[src/rtl/traffic_sensor_conditioner.sv]
// Loop-detector synchronizer/window counter and pedestrian request holder for the intersection controller.
// Optional button debouncer is enabled by defining PED_DEBOUNCE_EN.
module traffic_sensor_conditioner #(
  parameter int WINDOW_CYCLES   = 64,
  parameter int DEBOUNCE_CYCLES = 8
) (
  input  logic       clk,
  input  logic       reset,
  input  logic       mainSensorRaw,
  input  logic       sideSensorRaw,
  input  logic       pedButtonRaw,
  input  logic       pedServed,
  output logic [2:0] mainTraffic,
  output logic [2:0] sideTraffic,
  output logic       pedRequest,
  output logic       windowTick
);

  // state     | meaning
  // PED_IDLE  | no pedestrian request outstanding
  // PED_WAIT  | request held until the controller reports the crossing served
  typedef enum logic {
    PED_IDLE = 1'b0,
    PED_WAIT = 1'b1
  } ped_state_t;

  localparam int WIN_W = 16;
  localparam logic [WIN_W-1:0] WIN_LAST = WIN_W'(WINDOW_CYCLES - 1);

  function automatic logic [2:0] sat_inc(input logic [2:0] value, input logic inc);
    return (inc && (value != 3'd7)) ? value + 3'd1 : value;
  endfunction

  logic main_s1, main_s2, main_prev;
  logic side_s1, side_s2, side_prev;
  logic ped_s1, ped_s2;
  logic main_event, side_event;

  always_ff @(posedge clk) begin
    if (reset) begin
      main_s1   <= 1'b0;
      main_s2   <= 1'b0;
      main_prev <= 1'b0;
      side_s1   <= 1'b0;
      side_s2   <= 1'b0;
      side_prev <= 1'b0;
      ped_s1    <= 1'b0;
      ped_s2    <= 1'b0;
    end else begin
      main_s1   <= mainSensorRaw;
      main_s2   <= main_s1;
      main_prev <= main_s2;
      side_s1   <= sideSensorRaw;
      side_s2   <= side_s1;
      side_prev <= side_s2;
      ped_s1    <= pedButtonRaw;
      ped_s2    <= ped_s1;
    end
  end

  assign main_event = main_s2 & ~main_prev;
  assign side_event = side_s2 & ~side_prev;

  logic [WIN_W-1:0] win_cnt;
  logic             terminal;

  assign terminal = (win_cnt == WIN_LAST);

  always_ff @(posedge clk) begin
    if (reset) begin
      win_cnt <= '0;
    end else if (terminal) begin
      win_cnt <= '0;
    end else begin
      win_cnt <= win_cnt + 16'd1;
    end
  end

  logic [2:0] main_acc, side_acc;

  // An event landing on the terminal cycle is folded into the closing window's published count.
  always_ff @(posedge clk) begin
    if (reset) begin
      main_acc    <= 3'd0;
      side_acc    <= 3'd0;
      mainTraffic <= 3'd0;
      sideTraffic <= 3'd0;
      windowTick  <= 1'b0;
    end else begin
      windowTick <= terminal;
      if (terminal) begin
        mainTraffic <= sat_inc(main_acc, main_event);
        sideTraffic <= sat_inc(side_acc, side_event);
        main_acc    <= 3'd0;
        side_acc    <= 3'd0;
      end else begin
        main_acc <= sat_inc(main_acc, main_event);
        side_acc <= sat_inc(side_acc, side_event);
      end
    end
  end

  logic ped_level;

`ifdef PED_DEBOUNCE_EN
  localparam logic [7:0] DEB_LIMIT = 8'(DEBOUNCE_CYCLES);

  logic [7:0] stable_cnt;
  logic       deb_level;

  always_ff @(posedge clk) begin
    if (reset) begin
      stable_cnt <= 8'd0;
      deb_level  <= 1'b0;
    end else if (ped_s2 == deb_level) begin
      stable_cnt <= 8'd0;
    end else if ((stable_cnt + 8'd1) == DEB_LIMIT) begin
      deb_level  <= ped_s2;
      stable_cnt <= 8'd0;
    end else begin
      stable_cnt <= stable_cnt + 8'd1;
    end
  end

  assign ped_level = deb_level;
`else
  logic unused_debounce_cfg;

  assign ped_level           = ped_s2;
  assign unused_debounce_cfg = ^8'(DEBOUNCE_CYCLES);
`endif

  logic ped_prev;
  logic ped_rise;

  always_ff @(posedge clk) begin
    if (reset) begin
      ped_prev <= 1'b0;
    end else begin
      ped_prev <= ped_level;
    end
  end

  assign ped_rise = ped_level & ~ped_prev;

  ped_state_t ped_state, ped_next;

  always_ff @(posedge clk) begin
    if (reset) begin
      ped_state <= PED_IDLE;
    end else begin
      ped_state <= ped_next;
    end
  end

  // A press coinciding with pedServed is already satisfied by the walk phase just ending.
  always_comb begin
    ped_next = ped_state;
    case (ped_state)
      PED_IDLE: if (ped_rise && !pedServed) ped_next = PED_WAIT;
      PED_WAIT: if (pedServed) ped_next = PED_IDLE;
      default:  ped_next = PED_IDLE;
    endcase
  end

  assign pedRequest = (ped_state == PED_WAIT);

endmodule

[config.mk]
export PLATFORM = sky130hd
export DESIGN_NAME = traffic_sensor_conditioner
export DESIGN_NICKNAME = d
export VERILOG_FILES = /design/src/rtl/traffic_sensor_conditioner.sv
export SDC_FILE = /design/constraint.sdc
export NUM_CORES = 1
export LEC_CHECK = 0
export CORE_AREA = 2 2 58 60
export CTS_CLUSTER_DIAMETER = 100
export DETAILED_ROUTE_END_ITERATION = 16
export DIE_AREA = 0 0 60 62
export PLACE_DENSITY = 0.76
export SETUP_SLACK_MARGIN = 0.1
export SLEW_MARGIN = 20
export SYNTH_ARGS = -nofsm -noshare
export SYNTH_HDL_FRONTEND = slang
export SYNTH_SLANG_ARGS = --single-unit
[constraint.sdc]
create_clock -name clk -period 4.94 [get_ports clk]
set_input_delay 0.988 -clock clk [delete_from_list [all_inputs] [get_ports clk]]
set_output_delay 0.988 -clock clk [all_outputs]
set_load 0.02 [all_outputs]
=== Word-level counts from Yosys, hierarchy flattened ===
Cells that the tools add are included.

* Flip-flop bits (word level): 39
* Bits in latches: 0
* Bits in writable memories: 0
* Bits in read-only memories: 0
* Bits of input ports: 6
* Output and inout bits: 8
* Logic and storage cells: 39
* Memories: 0

* $add $sub $neg: 3
* $mul: 0
* Divide/modulo/power cells: 0
* Order comparisons: 0
* Equal/unequal tests: 3
* Shifts and indexed selects: 0
* Muxes and demuxes: 5
* Bitwise gates (word level): 7
* Reduce and logical (&&, ||, !) cells: 5

{| class="wikitable"
|+ Operators with widths
! operator !! count
|-
| $add 16x1->16 const B || 1
|-
| $eq 16x6->1 const B || 1
|-
| $add 3x1->3 const B || 2
|-
| $mux 3 || 2
|-
| $ne 3x3->1 const B || 2
|-
| $not 1->1 || 4
|-
| $and 1x1->1 || 3
|-
| $logic_and 1x1->1 || 3
|-
| $mux 1 || 2
|-
| $pmux 1 s2 || 1
|-
| $reduce_or 2->1 || 1
|-
| $logic_not 1->1 || 1
|}

=== Depth between registers and ports, before layout ===
Gate-level depths: netlist of the first run.

* Depth after elaboration: 5
* Depth in mapped cells: 6
* Depth with buffers taken out: 5

=== Worst setup path after synthesis of the first run ===
No wires, ideal clock.

* Path type: register -> register
* Start: reg win_cnt[0]
* End: reg win_cnt[1]
* Library setup time: 0.115 ns
* Arrival: 1.466 ns
* Required time: 4.825 ns
* Slack: 3.359 ns
* Stages on the path, launching flop included: 7
* Buffers on the path: 1
* Clock period less this slack: 1.581 ns
* Cell sequence: dfxtp_1 > ha_1 > nor3b_1 > nand4_2 > nor2b_1 > buf_2 > and2_1

* Longest elaborated chain between the ends: 2
* Elaborated cells between the ends (all ways): 3
* Classes of those cells: add/sub: 1; eq/ne: 1; reduce/logical: 1

{| class="wikitable"
|+ RTL lines
! what !! line !! text
|-
| start, declared || 64 || <nowiki>logic [WIN_W-1:0] win_cnt;</nowiki>
|-
| start signal, assigned || 75 || <nowiki>win_cnt <= win_cnt + 16'd1;</nowiki>
|-
| parallel branches: the longest is 2 deep, another holds $add 16x1->16 || -- ||
|}

Several ways; the timed one is not identified.
A chain may end at the register's enable or synchronous reset.

=== Worst setup path in the final report of the first run ===
* Start: reg mainTraffic[0]
* End: out mainTraffic[0]

{| class="wikitable"
|+ RTL lines
! what !! line !! text
|-
| start, declared || 13 || <nowiki>output logic [2:0] mainTraffic,</nowiki>
|-
| start signal, assigned || 92 || <nowiki>mainTraffic <= sat_inc(main_acc, main_event);</nowiki>
|}

No word-level cell between the ends.

==> results of run 1 <==
[report_power, final]
part / internal (mW) / total, mW / switching [mW] / leakage [nW]
clock network: 0.158 / 0.257 / 0.0986 / 0.0525
registers: 0.321 / 0.326 / 0.00490 / 0.317
logic: 0.0109 / 0.0229 / 0.0120 / 0.287
total: 0.490 / 0.605 / 0.115 / 0.656
[cell usage in the layout (no fill, tap or decap), types with 2 or more instances in the layout]
cell,count
xnor2_1,11
dfxtp_1,39
nor3b_1,3
mux2i_1,4
nor4_1,4
nor2b_1,10
inv_1,3
ha_1,5
nand3_1,5
bufinv_16,2
clkbuf_4,5
nand2_1,3
nor4_2,2
o2bb2ai_2,6
xor2_1,5
nor2_1,22
nand4_2,2
nand4_1,5
nor3_1,4
clkdlybuf4s50_1,13
[final timing paths]
kind / start / to / cells after the start
min reg2reg: main_s1$_SDFF_PP0_ / main_s2$_SDFF_PP0_ / 1
min: main_s1$_SDFF_PP0_ / main_s2$_SDFF_PP0_ / 1
max reg2reg: win_cnt[0]$_SDFF_PP0_ / main_acc[2]$_SDFF_PP0_ / 5
max: mainTraffic[0]$_SDFFE_PP0N_ / mainTraffic[0] / 1
[per-layer routing]
| metal | track usage [%] | wire, um |
|---|---|---|
| met4 | 6.03 | 0 |
| met3 | 6.63 | 81 |
| met2 | 27.2 | 1240 |
| met5 | 0 | 0 |
| met1 | 18.1 | 1220 |
[metrics by stage]
step / power, mW / std cells / util, % / instance area (sq um)
finish: 0.605 / 207 / 56.5 / 1800
global route: 0.633 / 207 / 56.5 / 1800
CTS: 0.617 / 207 / 56.5 / 1800
detailed placement: 0.356 / 199 / 53.3 / 1700
global placement: 0.355 / 199 / 53.3 / 1700
floorplan: 0.348 / 146 / - / 1540
[registers in the layout, indices dropped and copies added, names as in the netlist, 3 cells and up]
signal	flops
sideTraffic	3
win_cnt	16
side_acc	3
main_acc	3
mainTraffic	3
[final cells by class]
| type | instances | area [sq um] | area share [%] |
|---|---|---|---|
| Tap cell | 46 | 57.6 | 3.20 |
| Inverter | 3 | 11.3 | 0.627 |
| Multi-Input combinational cell | 98 | 716 | 39.8 |
| Sequential cell | 39 | 781 | 43.5 |
| Clock buffer | 6 | 41.3 | 2.30 |
| Clock inverter | 2 | 60.1 | 3.34 |
| Timing Repair Buffer | 13 | 130 | 7.24 |
[worst register-to-register path, delay by kind of cell (launching register included)]
family	cells	cell delay, ns
adder cells (fa/ha/maj)	1	0.34
AND/OR/NAND/NOR	4	1.11
flip-flops	1	0.44
[cell families (layout without fill, tap and decap cells)]
family | after synthesis | after routing | synth area share (%)
and+or+nand+nor | 66 | 66 | 24.5
DFF | 39 | 39 | 50.6
xor gates and xnor gates | 16 | 16 | 9.08
buffers and inverters | 9 | 24 | 3.00
AOI/OAI and AO/OA | 7 | 7 | 6.16
adders and majority gates | 5 | 5 | 4.06
muxes | 4 | 4 | 2.60
==> implementation parameters, run 1 <==
Parameter                              Value

Run status
  Run status ... completed

Place
  Routability-driven placement congestion ratio ... 0.857
  Port Buffer Count ... 13
  DP HPWL ... 1.82 mm
  Pre-CTS setup slack ... ~2.2 ns

Route
  Avg WL per Cell ... ~12 um
  Vias post-DR ... about 1000
  Remaining routing DRC violations ... 0
  Pre-Repair DR Iteration Count ... 4
  Wirelength, routed ... roughly 2.5 mm
  Number of violations reported at the end of detailed-routing iteration 0 ... 43
  Routed vias/inst ... 4.97
  Count of antenna-violating nets left after detailed routing ... 0

Clock network
  Total of cells resized after clock tree synthesis ... 0
  CTS tree ... built
  Number of H-tree levels ... 2
  Clock transition time at the flip-flop clock pins of the worst setup and hold paths ... about 0.12 ns
  Clk sink count ... 39
  Buffers from clock root to sink, at most ... 2
  Total of hold buffers inserted after clock tree synthesis ... 0
  Clock latency on the worst-skew pair ... 0.34 ns
  Cell at the root of the clock tree ... clkbuf_4
  Buffers inserted by post-CTS timing repair ... 0
  Number of clock buffers inserted by TritonCTS ... 5

Finish
  Number of nets at the end of the flow ... 171
  Antenna diode instance count ... 0
  Total of fill cells in the finished design ... about 270
  Layout cell share with drive strength beyond 1 ... between 10% and 20%
  Signed area change from the synthesized netlist to the final layout ... 16.5%

Timing
  Remaining max-slew budget at the tightest pin ... about 52%
  Final max-slew violation count ... 0
  Maximum clock frequency ... between 0.4 and 0.5 GHz
  Setup repair after global routing missed its margin ... false
  Clock skew after layout ... 0.0136 ns
  Final setup violation count ... 0
  Final worst slack ... 2.62 ns
  Measured slew at the worst slew-check pin ... between 0.7 and 0.8 ns
  Post-Route Setup TNS ... 0 ns
  Post-route clock period utilization ... a little under half
  Minimum clock period ... ~2.3 ns
  Hold violation total from the final report ... 0
  Worst hold margin ... ~0.46 ns

Yosys
  List of most frequent post-synthesis cells ... dfxtp_1, nor2_1, xnor2_1
  Flops & latches, synth ... 39
  Syn Inst Count ... about 150
  Cell taking the most area after synthesis ... dfxtp_1
  Cell area after synthesis ... 1540 sq um
  Top cells by area, synth ... dfxtp_1, xnor2_1, o2bb2ai_2, nor2_1, ha_1
  Number of different library cells in the post-synthesis netlist ... 27
  Area fraction of the dominant cell type after synthesis ... 50.6%
  Post-synth EDFFs ... 0
  Total nets after synthesis ... ~160
  Sequential share of the synthesized area ... between 50% and 60%
  Most used standard cell by instance count after synthesis ... dfxtp_1
  Async S/R FF share, synth ... 0%
  Yosys warning total ... 0
  Most used DFF post-synth ... dfxtp_1
  Mean cell area of the mapped netlist ... approximately 11 sq um

Critical path
  Cell family with the largest share of critical-path delay ... buffers and inverters
  Element type at the critical path start ... flop
  Maximum single-stage delay on the critical path ... 0.62 ns
  Critical path class ... reg2out
  Crit-path slowest cell ... clkdlybuf4s50_1
  Required time worst endpoint ... around 4.0 ns
  Worst R2R Setup Slack ... 2.91 ns
  Arrival time of the worst setup path ... between 1 and 1.5 ns
  Critical Path Fanout Max ... 2
  Buffering stage count on the worst path with inverters included ... 1
  Element type at the critical path end ... output port
  Crit-path cells ... clkdlybuf4s50_1

GRT
  Vias in the first global route ... ~1000
  Pin count of the biggest net entering global routing ... 21
  Overall global routing resource usage ... about 16%
  Total overflow reported by the global router ... 0
  Global-route wire length before repair ... 4.35 mm
  Initial antenna violation count ... 0

Die
  Die Span Y ... a little over 60 um
  Chip Width ... 60 um
  Total Die Area ... between 3000 and 4000 sq um
  Boundary Pins ... 14
  Initial core utilization ... between 40% and 50%
  Core box area ... ~3200 sq um
  Total number of placement rows ... 21

Power
  LEAKAGE ... 0.656 nW
  Power density cells ... around 340 nW/um^2
  Peak VDD IR ... about 190 uV

Run
  Reported max-cap violation count ... 0

Worst hold path
  Worst hold-check path type ... reg2reg
Power figures use the tool's default switching activity.
==> inputs of run 2 (changes only) <==
Clock period 4.94 ns to 2.4 ns, I/O delays scaled along.
==> run 2 against run 1 <==
Die area did not move; sequential power is 110% higher; routed wire length is 5.2% higher; first-iteration DRC count decreased by 19%; cell count increased by 0.97%.
==> implementation parameters, run 2 (synthesis results as in run 1) <==
Parameter                              Value

Power
  Clock network fraction of design power ... 37.6%
  Psw ... approximately 250 uW
  Fraction of power consumed by combinational cells ... about 4.4%
  LEAKAGE ... 0.659 nW
  Power density cells ... between 600 and 700 nW/um^2
  Register share of total power ... between 50% and 60%
  Peak VDD IR ... 398 uV
  Internal portion of total power ... roughly 900 uW
  Switching Fraction ... between 20 and 25%

Route
  Vias post-DR ... approximately 1100
  Count of antenna-violating nets left after detailed routing ... 0
  Number of violations reported at the end of detailed-routing iteration 0 ... 35
  Remaining routing DRC violations ... 0
  Pre-Repair DR Iteration Count ... 4
  Wirelength, routed ... roughly 2.7 mm
  Avg WL per Cell ... 12.8 um
  Routed vias/inst ... approximately 5

Clock network
  Total of cells resized after clock tree synthesis ... 0
  Clock transition time at the flip-flop clock pins of the worst setup and hold paths ... 0.12 ns
  CTS tree ... built
  Buffers inserted by post-CTS timing repair ... 0
  Total of hold buffers inserted after clock tree synthesis ... 0
  Number of H-tree levels ... 2
  Clock latency on the worst-skew pair ... 0.36 ns
  Clk sink count ... 39
  Buffers from clock root to sink, at most ... 2
  Cell at the root of the clock tree ... clkbuf_4
  Number of clock buffers inserted by TritonCTS ... 5

Place
  Port Buffer Count ... 13
  Routability-driven placement congestion ratio ... about 0.86
  DP HPWL ... slightly below 2 mm

Die
  Boundary Pins ... 14
  Total number of placement rows ... 21
  Die Span Y ... slightly above 60 um
  Total Die Area ... 3720 sq um
  Chip Width ... roughly 60 um
  Initial core utilization ... between 40% and 50%
  Core box area ... between 3000 and 4000 sq um

Finish
  Total of fill cells in the finished design ... about 290
  Commonest cells after routing, fill and taps aside ... dfxtp_1, nor2_1, clkdlybuf4s50_1
  Most frequent standard cell in the layout excluding fill and tap cells ... dfxtp_1
  Number of nets at the end of the flow ... roughly 170
  Signed area change from the synthesized netlist to the final layout ... 16.1%
  Layout cell share with drive strength beyond 1 ... 12.9%
  Register name with the most flops ... win_cnt
  Antenna diode instance count ... 0
  Number of flip-flops under the largest register name ... 16

GRT
  Pin count of the biggest net entering global routing ... 15
  Vias in the first global route ... around 1000
  Initial antenna violation count ... 0
  Global-route wire length before repair ... between 4 and 5 mm
  Overall global routing resource usage ... 17.4%
  Total overflow reported by the global router ... 0

Run status
  Run status ... completed

Critical path
  Element type at the critical path start ... flop
  Reg2Reg Capture Point ... sideTraffic[0]$_SDFFE_PP0N_
  Crit-path slowest cell ... dfxtp_1
  Worst R2R Setup Slack ... roughly 0.53 ns
  Arrival time of the worst setup path ... 2.16 ns
  Crit-path cells ... ha_1, nor3b_1, nand4_2, or2_0, o2bb2ai_2
  Required time worst endpoint ... between 2 and 3 ns
  Logic depth of the worst setup path including buffers ... 5
  Buffering stage count on the worst path with inverters included ... 0
  FF-to-FF Start ... win_cnt[1]$_SDFF_PP0_
  Cell family with the largest share of critical-path delay ... simple AND/OR/NAND/NOR gates
  Critical path class ... reg2reg
  Logic depth of the worst register-to-register path ... 5
  Element type at the critical path end ... flop
  Critical Path Fanout Max ... 7
  Maximum single-stage delay on the critical path ... roughly 0.43 ns

Timing
  Setup repair after global routing missed its margin ... false
  Post-route clock period utilization ... just under 80%
  Remaining max-slew budget at the tightest pin ... between 50% and 60%
  Minimum clock period ... 1.87 ns
  Maximum clock frequency ... 0.534 GHz
  Worst hold margin ... around 0.45 ns
  Final max-slew violation count ... 0
  Clock skew after layout ... ~0.018 ns
  Post-Route Setup TNS ... 0 ns
  Hold violation total from the final report ... 0
  Measured slew at the worst slew-check pin ... 0.706 ns
  Final setup violation count ... 0

Run
  Reported max-cap violation count ... 0

Worst hold path
  Worst Min Path Start ... side_s1$_SDFF_PP0_
  Worst hold-check path type ... reg2reg
  Worst hold path depth ... 1
  End of the worst hold path ... side_s2$_SDFF_PP0_
[run 2: routing by layer]
layer  up-vias  wire, um  global-route usage, %
li1        535         -                      -
met1       494      1130                   17.5
met4         0        48                   8.57
met5         -         0                      0
met3         6       101                   6.83
met2        15      1400                   31.4
[run 2: layout make-up]
class | instances | area [sq um] | share of cell area [%]
Timing Repair Buffer | 15 | 145 | 8.10
Tap cell | 46 | 57.6 | 3.21
Clock buffer | 5 | 37.5 | 2.09
Multi-Input combinational cell | 98 | 716 | 39.9
Sequential cell | 39 | 781 | 43.6
Clock inverter | 3 | 43.8 | 2.44
Inverter | 3 | 11.3 | 0.628
[run 2: worst max-delay path by stage]
stage | from | endpoint | slack (ns)
after floorplan | win_cnt[0]$_SDFF_PP0_ | win_cnt[1]$_SDFF_PP0_ | 0.82
after global placement | reset | win_cnt[1]$_SDFF_PP0_ | 0.60
after detailed placement | win_cnt[0]$_SDFF_PP0_ | mainTraffic[2]$_SDFFE_PP0N_ | 0.57
after CTS | win_cnt[0]$_SDFF_PP0_ | mainTraffic[2]$_SDFFE_PP0N_ | 0.52
after global routing | win_cnt[0]$_SDFF_PP0_ | mainTraffic[2]$_SDFFE_PP0N_ | 0.43
final | win_cnt[1]$_SDFF_PP0_ | sideTraffic[0]$_SDFFE_PP0N_ | 0.53
[run 2: power groups by stage]
stage          clock [mW]  combinational (mW)  sequential, mW
2_1_floorplan           0              0.0330           0.683
3_3_place_gp            0              0.0488           0.684
3_5_place_dp            0              0.0507           0.685
4_1_cts             0.447              0.0515           0.671
5_1_grt             0.480              0.0557           0.673
6_report            0.436              0.0509           0.671
[run 2: metrics by stage]
step	area (sq um)	std cells	total power, mW	setup WS [ns]	utilization (%)
finish	1790	209	1.16	0.527	56.4
global route	1790	209	1.21	0.427	56.4
CTS	1790	209	1.17	0.520	56.4
global placement	1710	201	0.733	0.602	53.8
floorplan	1540	146	0.716	0.819	-
detailed placement	1710	201	0.736	0.566	53.8
==> inputs of run 3 (changes only) <==
Settings changed: CORE_AREA 2 2 58 60 to 2 2 59 61, DIE_AREA 0 0 60 62 to 0 0 61 63, PLACE_DENSITY 0.76 to 0.77.
Clock period 2.4 ns to 1.5 ns, I/O delays scaled along.
==> run 3 against run 2 <==
First-iteration DRC count is 11% higher; cell count is 9.1% higher; combinational power grew to 2.9 times the previous value; clock-buffer cell count stayed put.
==> implementation parameters, run 3 (synthesis results as in run 1) <==
Parameter                              Value

Run status
  Run status ... completed

Finish
  Commonest cells after routing, fill and taps aside ... dfxtp_1, nor2_1, buf_4
  Area used by multi-input combinational logic ... around 970 sq um
  Post-Route Utilization ... between 60% and 70%
  Number of nets at the end of the flow ... about 190
  Register name with the most flops ... win_cnt
  Number of flip-flops under the largest register name ... 16
  Total of fill cells in the finished design ... 241
  Storage cell area ... 802 sq um
  Most frequent standard cell in the layout excluding fill and tap cells ... dfxtp_1
  Signed area change from the synthesized netlist to the final layout ... 41.7%
  Final non-filler cell area ... 2190 sq um
  Antenna diode instance count ... 0
  Filler-free cell count of the finished design ... 228
  Layout cell share with drive strength beyond 1 ... a little under half

Timing
  Clock skew after layout ... between 0.01 and 0.015 ns
  Measured slew at the worst slew-check pin ... 0.350 ns
  Minimum clock period ... ~1.5 ns
  Post-route clock period utilization ... about 98%
  Remaining max-slew budget at the tightest pin ... 76.6%
  Maximum clock frequency ... around 0.68 GHz
  Hold violation total from the final report ... 0
  Final setup violation count ... 0
  Post-Route Setup TNS ... 0 ns
  Setup repair after global routing missed its margin ... true
  Final max-slew violation count ... 0

GRT
  Pin count of the biggest net entering global routing ... 15
  GR Layer Usage met2 ... 29.6%
  Met1 routing resource usage after global routing ... between 20% and 30%
  Busiest grt layer ... met2
  Initial antenna violation count ... 0
  Total overflow reported by the global router ... 0
  Global-route wire length before repair ... about 5 mm
  Overall global routing resource usage ... 18.7%
  Met3 Use GR ... 6.83%
  Vias in the first global route ... around 1100

Route
  Remaining routing DRC violations ... 0
  Number of violations reported at the end of detailed-routing iteration 0 ... 39
  Wirelength, routed ... 3.42 mm
  Routed vias/inst ... ~5
  Vias post-DR ... around 1100
  Avg WL per Cell ... 15.0 um
  Count of antenna-violating nets left after detailed routing ... 0
  Pre-Repair DR Iteration Count ... 4

Die
  Boundary Pins ... 14
  Chip Width ... around 60 um
  Total number of placement rows ... 21
  Initial core utilization ... between 40% and 50%
  Total Die Area ... slightly below 4000 sq um
  Core box area ... ~3200 sq um
  Die Span Y ... between 60 and 70 um

Critical path
  Maximum single-stage delay on the critical path ... 0.39 ns
  Start point of the critical path ... win_cnt[13]$_SDFF_PP0_
  Arrival time of the worst setup path ... roughly 1.8 ns
  Required time worst endpoint ... 1.80 ns
  Element type at the critical path end ... flop
  Element type at the critical path start ... flop
  Critical path class ... reg2reg
  Crit-path cells ... nor4_4, nand4_2, or2_4, o2bb2ai_2
  Worst R2R Setup Slack ... approximately 0.034 ns
  Critical Path Fanout Max ... 6
  Logic depth of the worst register-to-register path ... 4
  FF-to-FF Start ... win_cnt[13]$_SDFF_PP0_
  Critical Path End ... sideTraffic[0]$_SDFFE_PP0N_
  Reg2Reg Capture Point ... sideTraffic[0]$_SDFFE_PP0N_
  Crit-path slowest cell ... dfxtp_4

Power
  Power, Total ... between 1.5 and 2 mW
  Power density cells ... 814 nW/um^2
  LEAKAGE ... around 0.84 nW
  Peak VDD IR ... about 550 uV

Clock network
  Number of H-tree levels ... 2
  Clock latency on the worst-skew pair ... 0.36 ns
  Buffers from clock root to sink, at most ... 2
  Cell at the root of the clock tree ... clkbuf_4
  Total of hold buffers inserted after clock tree synthesis ... 0
  Clock transition time at the flip-flop clock pins of the worst setup and hold paths ... about 0.12 ns
  Number of clock buffers inserted by TritonCTS ... 5
  CTS tree ... built
  Clk sink count ... 39

Worst hold path
  Worst hold-check path type ... reg2reg

Place
  Port Buffer Count ... 13
  Routability-driven placement congestion ratio ... 0.795
  DP HPWL ... roughly 2.1 mm
  Number of cells after detailed placement ... about 210
  Standard cell area after detailed placement ... roughly 1800 sq um

Run
  Reported max-cap violation count ... 0
run 3: changes by cell type in the layout (fill, tap and decap cells not counted), moves of 6 or more:
| cell | change |
|---|---|
| clkdlybuf4s50_1 | -8 |
| dfxtp_2 | +11 |
| nor4_4 | +6 |
| buf_4 | +14 |
| dfxtp_1 | -13 |
run 3: final cells by class:
type	count	area share, %
Clock buffer	5	1.72
Timing Repair Buffer	34	12.8
Clock inverter	3	1.09
Sequential cell	39	36.7
Multi-Input combinational cell	98	44.6
Tap cell	46	2.63
Inverter	3	0.515
run 3: timing repair:
action	4_1_cts	5_1_grt
resized for setup	32	44
pin swaps	6	18
buffers inserted	4	5
cloned	0	1
setup endpoints to repair	23	32
run 3: worst min path at each step:
stage                            start                   end  cells after the start
finish              side_s1$_SDFF_PP0_    side_s2$_SDFF_PP0_                      1
global route              pedButtonRaw     ped_s1$_SDFF_PP0_                      2
CTS                  ped_s1$_SDFF_PP0_  ped_level$_SDFF_PP0_                      1
detailed placement  side_s1$_SDFF_PP0_    side_s2$_SDFF_PP0_                      1
global placement    side_s1$_SDFF_PP0_    side_s2$_SDFF_PP0_                      1
floorplan                        reset   ped_prev$_SDFF_PP0_                      1
run 3: layer usage:
layer,wire length (um),vias to the layer above
li1,-,570
met1,1400,547
met2,1820,19
met3,137,7
met4,66,0
met5,0,-
run 3: worst max-delay path: cells and delay by family (launching register included):
family             cells  cell delay [ns]
and+or+nand+nor        3             0.87
DFF                    1             0.39
AOI/OAI and AO/OA      1             0.15
run 3: where the power goes:
group	total, mW	switching [mW]	internal [mW]	leakage [nW]
registers	1.07	0.0141	1.06	0.323
clock network	0.561	0.374	0.187	0.0278
logic	0.148	0.0688	0.0794	0.493
run 3: metrics by stage:
| step | hold WS (ns) | setup slack [ns] |
|---|---|---|
| 6_report | 0.461 | 0.0342 |
| 5_1_grt | 0.459 | -0.0338 |
| 4_1_cts | 0.463 | 0.0165 |
| 3_5_place_dp | 0.436 | -0.119 |
| 3_3_place_gp | 0.417 | -0.0545 |
| 2_1_floorplan | 0.372 | 0.102 |
